**src/rtl/matrix_result_reader.sv**
```systemverilog
// matrix_result_reader: streams a finished Z matrix out of the Z RAM read port,
// row-major, onto a valid/ready stream through a 2-entry skid FIFO.
// Optional feature macro: RESULT_READER_ROW_END_EN (adds m_row_end, marks last column).
module matrix_result_reader #(
  parameter int unsigned           ADDR_WIDTH  = 32,
  parameter int unsigned           DATA_WIDTH  = 32,
  parameter int unsigned           Z_ROWS      = 5,
  parameter int unsigned           Z_COLS      = 5,
  parameter logic [ADDR_WIDTH-1:0] Z_BASE_ADDR = '0
) (
  input  logic                  clk,
  input  logic                  rst,
  input  logic                  start,
  output logic [ADDR_WIDTH-1:0] z_raddr,
  output logic                  z_ren,
  input  logic [DATA_WIDTH-1:0] z_rdata,
  output logic [DATA_WIDTH-1:0] m_data,
  output logic                  m_valid,
  input  logic                  m_ready,
  output logic                  m_last,
`ifdef RESULT_READER_ROW_END_EN
  output logic                  m_row_end,
`endif
  output logic                  busy,
  output logic                  done
);

  localparam int unsigned N        = Z_ROWS * Z_COLS;
  localparam int unsigned CNT_W    = (N > 1) ? $clog2(N) : 1;
  localparam logic [CNT_W-1:0] LAST_IDX = CNT_W'(N - 1);

  typedef enum logic [1:0] {
    S_IDLE  = 2'd0,
    S_READ  = 2'd1,
    S_DRAIN = 2'd2
  } state_t;

  state_t                  state;
  state_t                  state_next;
  logic                    busy_next;
  logic                    done_next;

  logic [CNT_W-1:0]        issue_cnt;
  logic                    issue_last;
  logic                    inflight;
  logic                    inflight_last;

  logic [DATA_WIDTH-1:0]   fifo_data [2];
  logic                    fifo_last [2];
  logic                    wr_ptr;
  logic                    rd_ptr;
  logic [1:0]              fifo_count;

  logic                    push;
  logic                    pop;
  logic [2:0]              occ;
  logic                    start_accept;

`ifdef RESULT_READER_ROW_END_EN
  localparam int unsigned COL_W = (Z_COLS > 1) ? $clog2(Z_COLS) : 1;
  localparam logic [COL_W-1:0] LAST_COL = COL_W'(Z_COLS - 1);

  logic [COL_W-1:0]        col_cnt;
  logic                    issue_row_end;
  logic                    inflight_row_end;
  logic                    fifo_row_end [2];
`endif

  // Handshake, occupancy and read-issue credit
  always_comb begin
    push         = inflight;
    pop          = m_valid & m_ready;
    occ          = 3'(fifo_count) + 3'(inflight) - 3'(pop);
    issue_last   = (issue_cnt == LAST_IDX);
    start_accept = (state == S_IDLE) && start;
    z_ren        = (state == S_READ) && (occ < 3'd2);
  end

  // Stream head of the FIFO
  always_comb begin
    m_valid = (fifo_count != 2'd0);
    m_data  = fifo_data[rd_ptr];
    m_last  = m_valid & fifo_last[rd_ptr];
  end

  // FSM state register
  always_ff @(posedge clk or posedge rst) begin
    if (rst) begin
      state <= S_IDLE;
    end else begin
      state <= state_next;
    end
  end

  // FSM next state; done fires on the final handshake since that empties everything
  always_comb begin
    state_next = state;
    busy_next  = busy;
    done_next  = 1'b0;
    case (state)
      S_IDLE: begin
        if (start) begin
          state_next = S_READ;
          busy_next  = 1'b1;
        end
      end
      S_READ: begin
        if (z_ren && issue_last) begin
          state_next = S_DRAIN;
        end
      end
      S_DRAIN: begin
        if (pop && m_last) begin
          state_next = S_IDLE;
          busy_next  = 1'b0;
          done_next  = 1'b1;
        end
      end
      default: begin
        state_next = S_IDLE;
      end
    endcase
  end

  // Registered status outputs
  always_ff @(posedge clk or posedge rst) begin
    if (rst) begin
      busy <= 1'b0;
      done <= 1'b0;
    end else begin
      busy <= busy_next;
      done <= done_next;
    end
  end

  // Read address generation and in-flight tracking
  always_ff @(posedge clk or posedge rst) begin
    if (rst) begin
      z_raddr       <= '0;
      issue_cnt     <= '0;
      inflight      <= 1'b0;
      inflight_last <= 1'b0;
    end else begin
      inflight      <= z_ren;
      inflight_last <= z_ren & issue_last;
      if (start_accept) begin
        z_raddr   <= Z_BASE_ADDR;
        issue_cnt <= '0;
      end else if (z_ren) begin
        z_raddr   <= z_raddr + ADDR_WIDTH'(1);
        issue_cnt <= issue_cnt + CNT_W'(1);
      end
    end
  end

  // Two-entry FIFO; the credit rule guarantees a free slot whenever data lands
  always_ff @(posedge clk or posedge rst) begin
    if (rst) begin
      for (int i = 0; i < 2; i++) begin
        fifo_data[i] <= '0;
        fifo_last[i] <= 1'b0;
      end
      wr_ptr     <= 1'b0;
      rd_ptr     <= 1'b0;
      fifo_count <= 2'd0;
    end else begin
      if (push) begin
        fifo_data[wr_ptr] <= z_rdata;
        fifo_last[wr_ptr] <= inflight_last;
        wr_ptr            <= ~wr_ptr;
      end
      if (pop) begin
        rd_ptr <= ~rd_ptr;
      end
      case ({push, pop})
        2'b10:   fifo_count <= fifo_count + 2'd1;
        2'b01:   fifo_count <= fifo_count - 2'd1;
        default: fifo_count <= fifo_count;
      endcase
    end
  end

`ifdef RESULT_READER_ROW_END_EN
  // Column tracking for the row-end marker
  always_comb begin
    issue_row_end = (col_cnt == LAST_COL);
    m_row_end     = m_valid & fifo_row_end[rd_ptr];
  end

  // Row-end flag follows its element through the read pipe and FIFO
  always_ff @(posedge clk or posedge rst) begin
    if (rst) begin
      col_cnt          <= '0;
      inflight_row_end <= 1'b0;
      fifo_row_end[0]  <= 1'b0;
      fifo_row_end[1]  <= 1'b0;
    end else begin
      inflight_row_end <= z_ren & issue_row_end;
      if (start_accept) begin
        col_cnt <= '0;
      end else if (z_ren) begin
        col_cnt <= issue_row_end ? '0 : col_cnt + COL_W'(1);
      end
      if (push) begin
        fifo_row_end[wr_ptr] <= inflight_row_end;
      end
    end
  end
`endif

endmodule
```
**config.mk**
```make
export PLATFORM = sky130hd
export DESIGN_NAME = matrix_result_reader
export DESIGN_NICKNAME = d
export VERILOG_FILES = /design/src/rtl/matrix_result_reader.sv
export SDC_FILE = /design/constraint.sdc
export NUM_CORES = 1
export LEC_CHECK = 0
export ABC_AREA = 1
export CAP_MARGIN = 15
export CORE_ASPECT_RATIO = 0.7
export CORE_MARGIN = 4
export CORE_UTILIZATION = 35
export DETAILED_ROUTE_END_ITERATION = 8
export PLACE_DENSITY = 0.58
export SETUP_SLACK_MARGIN = 0.4
export SLEW_MARGIN = 10
export SYNTH_ARGS = -nofsm -noshare
export SYNTH_HDL_FRONTEND = slang
export SYNTH_SLANG_ARGS = --single-unit
```
**constraint.sdc**
```tcl
create_clock -name clk -period 3.8 [get_ports clk]
set_input_delay 0.76 -clock clk [delete_from_list [all_inputs] [get_ports clk]]
set_output_delay 0.76 -clock clk [all_outputs]
set_load 0.02 [all_outputs]
```
After elaboration in Yosys (flattened, before gate mapping)
Cells that the tools add are included.

$lt $le $gt $ge: 4. Bitwise logic cells: 7. Equality and inequality tests: 8. Add/subtract/negate cells: 6. Muxes and demuxes: 26. Reduce and logical (&&, ||, !) cells: 12.

Operators by type and width (count): 32-bit 2-to-1 mux (6); 64-bit bitwise mux (1); 32-bit by 1-bit adder with 32-bit output, second input constant (1); 32-bit demux with 1-bit select (1); 5-bit 2-to-1 mux (2); 1-bit 2-to-1 mux (8); 2-bit nonzero test (4); 2-bit 2-to-1 mux (3); 2-bit case mux with 3 select lines (1); 3-bit AND reduction (2); 5-bit by 1-bit adder with 5-bit output, second input constant (1); 5-bit equality test, second input constant (1); 1-bit logical AND (5); 2-bit by 1-bit equality test with 1-bit output, second input constant (2); 2-bit equality test, second input constant (2); 2-bit greater-or-equal comparator, second input constant (2); 2-bit != test, second input constant (2); 1-bit inverter with 2-bit output (2); 2-bit case mux with 2 select lines (1); 2-bit by 1-bit adder with 3-bit output (1); 1-bit bitwise AND (3); 3-bit by 2-bit < comparator with 1-bit output, second input constant (1); 3-bit by 1-bit subtractor with 3-bit output (1); 2-bit by 1-bit adder with 2-bit output, second input constant (1); other kinds (8) (9).

Logic and storage cells: 77. Bits in registers: 113. Input bits: 36. Output and inout port bits: 69.

Longest topological paths before layout
Depth after elaboration: 8. Mapped depth: 16. Gate-level depth less buffers: 16.

Least setup slack after synthesis
OpenSTA, ideal clock, no wires.

Kind: input to output. Start: in m_ready. End: out z_ren. Data required time: 3040 ps. Stages on the path: 9. Arrival time: 2252 ps. Setup slack: 788 ps. Path buffers: 1. Path through: inv_1 nor2_1 nand2_1 o21ai_0 nand2_1 fa_1 nand3_2 nor2_4 buf_4.

Longest elaborated chain between the ends: 4.

RTL lines: start: declaration (RTL line 19) `input logic m_ready,`; 1-bit bitwise AND (RTL line 72) `pop = m_valid & m_ready;`; 3-bit by 1-bit subtractor with 3-bit output (RTL line 73) `occ = 3'(fifo_count) + 3'(inflight) - 3'(pop);`; 3-bit by 2-bit < comparator with 1-bit output (RTL line 76) `z_ren = (state == S_READ) && (occ < 3'd2);`; 1-bit logical AND (RTL line 76); end: declaration (RTL line 15) `output logic z_ren,`.

No other way between the ends.

Worst setup path in the final report
Ends and elaborated chain as after synthesis.

==> run summary <==
Synthesis
* sky130_fd_sc_hd__dfrtp_1 — dominant register cell in the synthesized netlist
* 49.90% — share of the yosys chip area belonging to registers
* 7.535 um^2 — mean instance size in the synthesized netlist
* 113 — post-synthesis sequential element count
* 35 — Netlist cell types
* 49.90% — Synth top area share
* sky130_fd_sc_hd__nand2_1 — most repeated cell in the gate-level netlist after synthesis
* 752 — cell count after synthesis
* 0 — number of enable-type register cells in the synthesized netlist
* 5667 um^2 — Netlist Area Pre-Place
* sky130_fd_sc_hd__dfrtp_1 — largest area contributor in the synthesized netlist
* 792 — post-synthesis net count
* sky130_fd_sc_hd__dfrtp_1 50%, sky130_fd_sc_hd__nand2_1 18%, sky130_fd_sc_hd__o21ai_0 6.4%, sky130_fd_sc_hd__inv_1 5.2%, sky130_fd_sc_hd__nor2_1 5.2% — cell types with the largest area share after synthesis
* 100.0% — async set-reset flop share out of synthesis
* 0 — count of yosys warnings during synthesis
* 276 x sky130_fd_sc_hd__nand2_1, 113 x sky130_fd_sc_hd__dfrtp_1, 79 x sky130_fd_sc_hd__inv_1 — leading post-synthesis cells by instance count

Critical path
* 3.04 ns — Req. time, crit path
* z_raddr[24] — end of the worst register-to-register path
* sky130_fd_sc_hd__fa_1 — Critical-path top delay cell
* fifo_count[1] — critical register-to-register path startpoint
* 2 — highest net fanout along the worst path
* 10 — cell count along the critical path
* 3 — worst path bufs/invs
* primary input to primary output — kind of critical path
* primary output — capturing element type of the critical path
* 2.50 ns — arrival time at the worst endpoint
* buffers and inverters — Crit path max-delay family
* z_ren — last element of the critical path
* 1.12 ns — worst-case register-to-register setup slack
* primary input — Worst Setup Start Kind
* 0.50 ns — delay of the slowest cell on the worst path
* clkdlybuf4s50_1, inv_1, nor2_2, nand2_2, o21ai_2, nand2_1, fa_1, nand3_2, nor2_4, buf_4 — critical-path cell list
* 16 — worst-case reg-to-reg path depth
* m_ready — Worst setup startpoint

CTS
* sky130_fd_sc_hd__clkbuf_16 — clock root cell
* 0 — number of hold buffers added after cts
* 113 — number of sinks on the clock net
* 17 — clock buffers created by TritonCTS
* 0 — total setup buffers inserted after CTS
* 4 — # H-tree levels
* 0.41 ns — insertion delay to the later sink of the worst-skew pair
* built — clock tree from TritonCTS
* 0.05 ns — Worst-path clk slew
* 2 — maximum clock insertion buffer count

Hold path
* flop to flop — worst min-delay path category

Finish
* 0 — Diodes inserted
* 900 — total number of nets in the final design
* 2384 um^2 — total area of multi-input combinational cells
* 2828 um^2 — FF/Latch Area
* 1581 — number of filler instances in the final layout
* 33.36% — layout-stage area growth over the synthesis result
* 7557 um^2 — Post-Layout Inst Area
* 9.507% — fraction of layout instances using a drive strength above 1
* 48.17% — final core utilization

Timing
* 0.01128 ns — worst-case clock skew
* 0 — Hold Violations, Final
* 0 ns — total negative slack for setup checks
* 3.256 ns — fin crit period
* 85.70% — fin crit share
* 0.6790 ns — transition time at the pin with the least slew margin
* 0 — pins over their slew limit
* 0 — Final Setup Violations
* no — RSZ-0062 raised after global routing
* 54.67% — relative slew slack
* 307.1 MHz — Max Freq

Detailed routing
* 321 — number of violations reported at the end of detailed-routing iteration 0
* 14260 um — Total Wirelength
* 4944 — total via count in the routed design
* 0 — antenna-violating nets left
* 13.29 um — average detailed-routed wire length per instance
* 0 — detailed-route DRC error count
* 4 — number of iterations in the first detailed-routing pass
* 4.608 — vias per inst

Global routing
* 0 — initial antenna violation count
* 16.01% — global-route usage over all layers
* 4615 — vias in the first global route
* 0 — global route overflow
* 23780 um — wire length of the first global-routing pass
* 114 — maximum number of pins on one net before global-route repair

Pwr
* 41.09% — switching power as a share of total power
* 874.5 nW/um^2 — total power per unit cell area
* 44.7% — Combinational Power Share
* 3.893 mW — cell internal pwr
* 2.715 mW — Net Switching
* 30.9% — share of total power in sequential cells
* 6.609 mW — post-route total power
* 0.3317 mV — worst voltage drop across the vdd grid
* 3.589 nW — leakage power total
* 24.4% — share of power burned in the clock network

Floorplan
* 18320 um^2 — Total Die Area
* 160.1 um — die extent in x
* 15690 um^2 — Core Area
* 38 — Row Count
* 105 — number of top-level design ports
* 114.5 um — height of the die
* 36.12% — Starting Density

Run status
* finished, final reports clean — outcome

Placement
* 104 — Port Buf Inserts
* 9698 um — half-perimeter wire length after placement
* 0.8472 — final estimated routing congestion in global placement
* 6905 um^2 — post-place instance area

Run
* 0 — max-cap violations

-- worst min path at each step --
stage | from | endpoint | slack, ns | depth (start not counted)
after floorplan | fifo_data[0] | fifo_data[0] | 0.45 | 2
after global placement | fifo_data[25] | fifo_data[25] | 0.46 | 2
after detailed placement | fifo_data[10] | fifo_data[10] | 0.47 | 2
after CTS | fifo_data[3] | fifo_data[3] | 0.49 | 2
after global routing | fifo_data[1] | fifo_data[1] | 0.50 | 2
final | fifo_data[54] | fifo_data[54] | 0.48 | 2
-- state kept, by name, summed over array words and instances, names as in the netlist, 2 cells and up --
| name | count |
|---|---|
| fifo_data | 64 |
| z_raddr | 32 |
| issue_cnt | 5 |
| fifo_count | 2 |
| fifo_last | 2 |
| state | 2 |
-- metal layers --
metal	global-route usage [%]	vias up	part of all wire, %
li1	-	2551	-
met1	24.86	2275	54
met2	22.43	103	41
met5	0	-	0
met4	4.699	0	1.2
met3	3.167	15	4.4
-- layout by cell type, fill, tap and decap left out, types with 2 or more instances in the layout --
cell type and n:
sky130_fd_sc_hd__clkinvlp_4 4, sky130_fd_sc_hd__xor2_1 4, sky130_fd_sc_hd__nand3_1 22, sky130_fd_sc_hd__dfrtp_1 113, sky130_fd_sc_hd__o31ai_1 3, sky130_fd_sc_hd__inv_1 78
sky130_fd_sc_hd__inv_6 3, sky130_fd_sc_hd__nor2_4 6, sky130_fd_sc_hd__buf_4 9, sky130_fd_sc_hd__clkdlybuf4s50_1 103, sky130_fd_sc_hd__and2_1 2, sky130_fd_sc_hd__nand4_1 8
sky130_fd_sc_hd__clkbuf_16 17, sky130_fd_sc_hd__nor3_1 8, sky130_fd_sc_hd__nand3_2 3, sky130_fd_sc_hd__inv_2 6, sky130_fd_sc_hd__clkbuf_8 2, sky130_fd_sc_hd__o21ai_1 6
sky130_fd_sc_hd__a31oi_1 2, sky130_fd_sc_hd__clkinv_4 5, sky130_fd_sc_hd__nand2_1 274, sky130_fd_sc_hd__nand3b_1 2, sky130_fd_sc_hd__nor2_2 9, sky130_fd_sc_hd__ha_1 3
sky130_fd_sc_hd__a21oi_1 9, sky130_fd_sc_hd__nor2_1 77, sky130_fd_sc_hd__bufinv_16 2, sky130_fd_sc_hd__buf_12 3, sky130_fd_sc_hd__nand2_2 8, sky130_fd_sc_hd__o21ai_0 72
-- worst min-delay path: cells and delay by family, from the launching register on --
kind / cells / cell delay [ns]
AO/OA/AOI/OAI: 1 / 0.05
flip-flops: 1 / 0.34
AND/OR/NAND/NOR: 1 / 0.05
-- power by group through the flow --
stage / sequential (mW) / clock [mW] / combinational [mW]
detailed placement: 2.06 / 0 / 2.94
CTS: 2.05 / 1.65 / 2.95
global placement: 2.05 / 0 / 2.93
finish: 2.04 / 1.61 / 2.95
floorplan: 2.08 / 0 / 1.76
global route: 2.12 / 1.71 / 3.30
-- logic make-up (layout without fill, tap and decap cells) --
kind of cell    count (synthesis)  after routing  share of synthesized area (%)
compound gates                 94             94                          8.523
xor+xnor                        5              5                         0.7728
buf+inv                       113            234                          8.236
fa+ha+maj                       4              4                          1.016
simple gates                  423            423                          31.55
flops                         113            113                          49.90
-- final cells by class --
| cell class | instances | share of cell area, % |
|---|---|---|
| clock buffers | 19 | 5.993 |
| repair buffers | 115 | 15.33 |
| clock inverters | 13 | 2.020 |
| well taps | 200 | 3.311 |
| multi-input cells | 526 | 31.54 |
| inverters | 87 | 4.387 |
| flip-flops and latches | 113 | 37.42 |
-- per-stage QoR --
stage	setup WS (ns)	hold slack (ns)	cells
2_1_floorplan	0.7881	0.4529	752
3_3_place_gp	-0.02072	0.4642	1039
3_5_place_dp	-0.02823	0.4726	1039
4_1_cts	0.4071	0.4866	1071
5_1_grt	0.4043	0.4959	1073
6_report	0.5435	0.4810	1073
-- repair_timing --
action	CTS	global route
endpoints found under the setup margin	1	1
gates cloned	0	0
gates resized for setup	5	4
pin swaps	0	2
(Power assumes the default switching activity.)
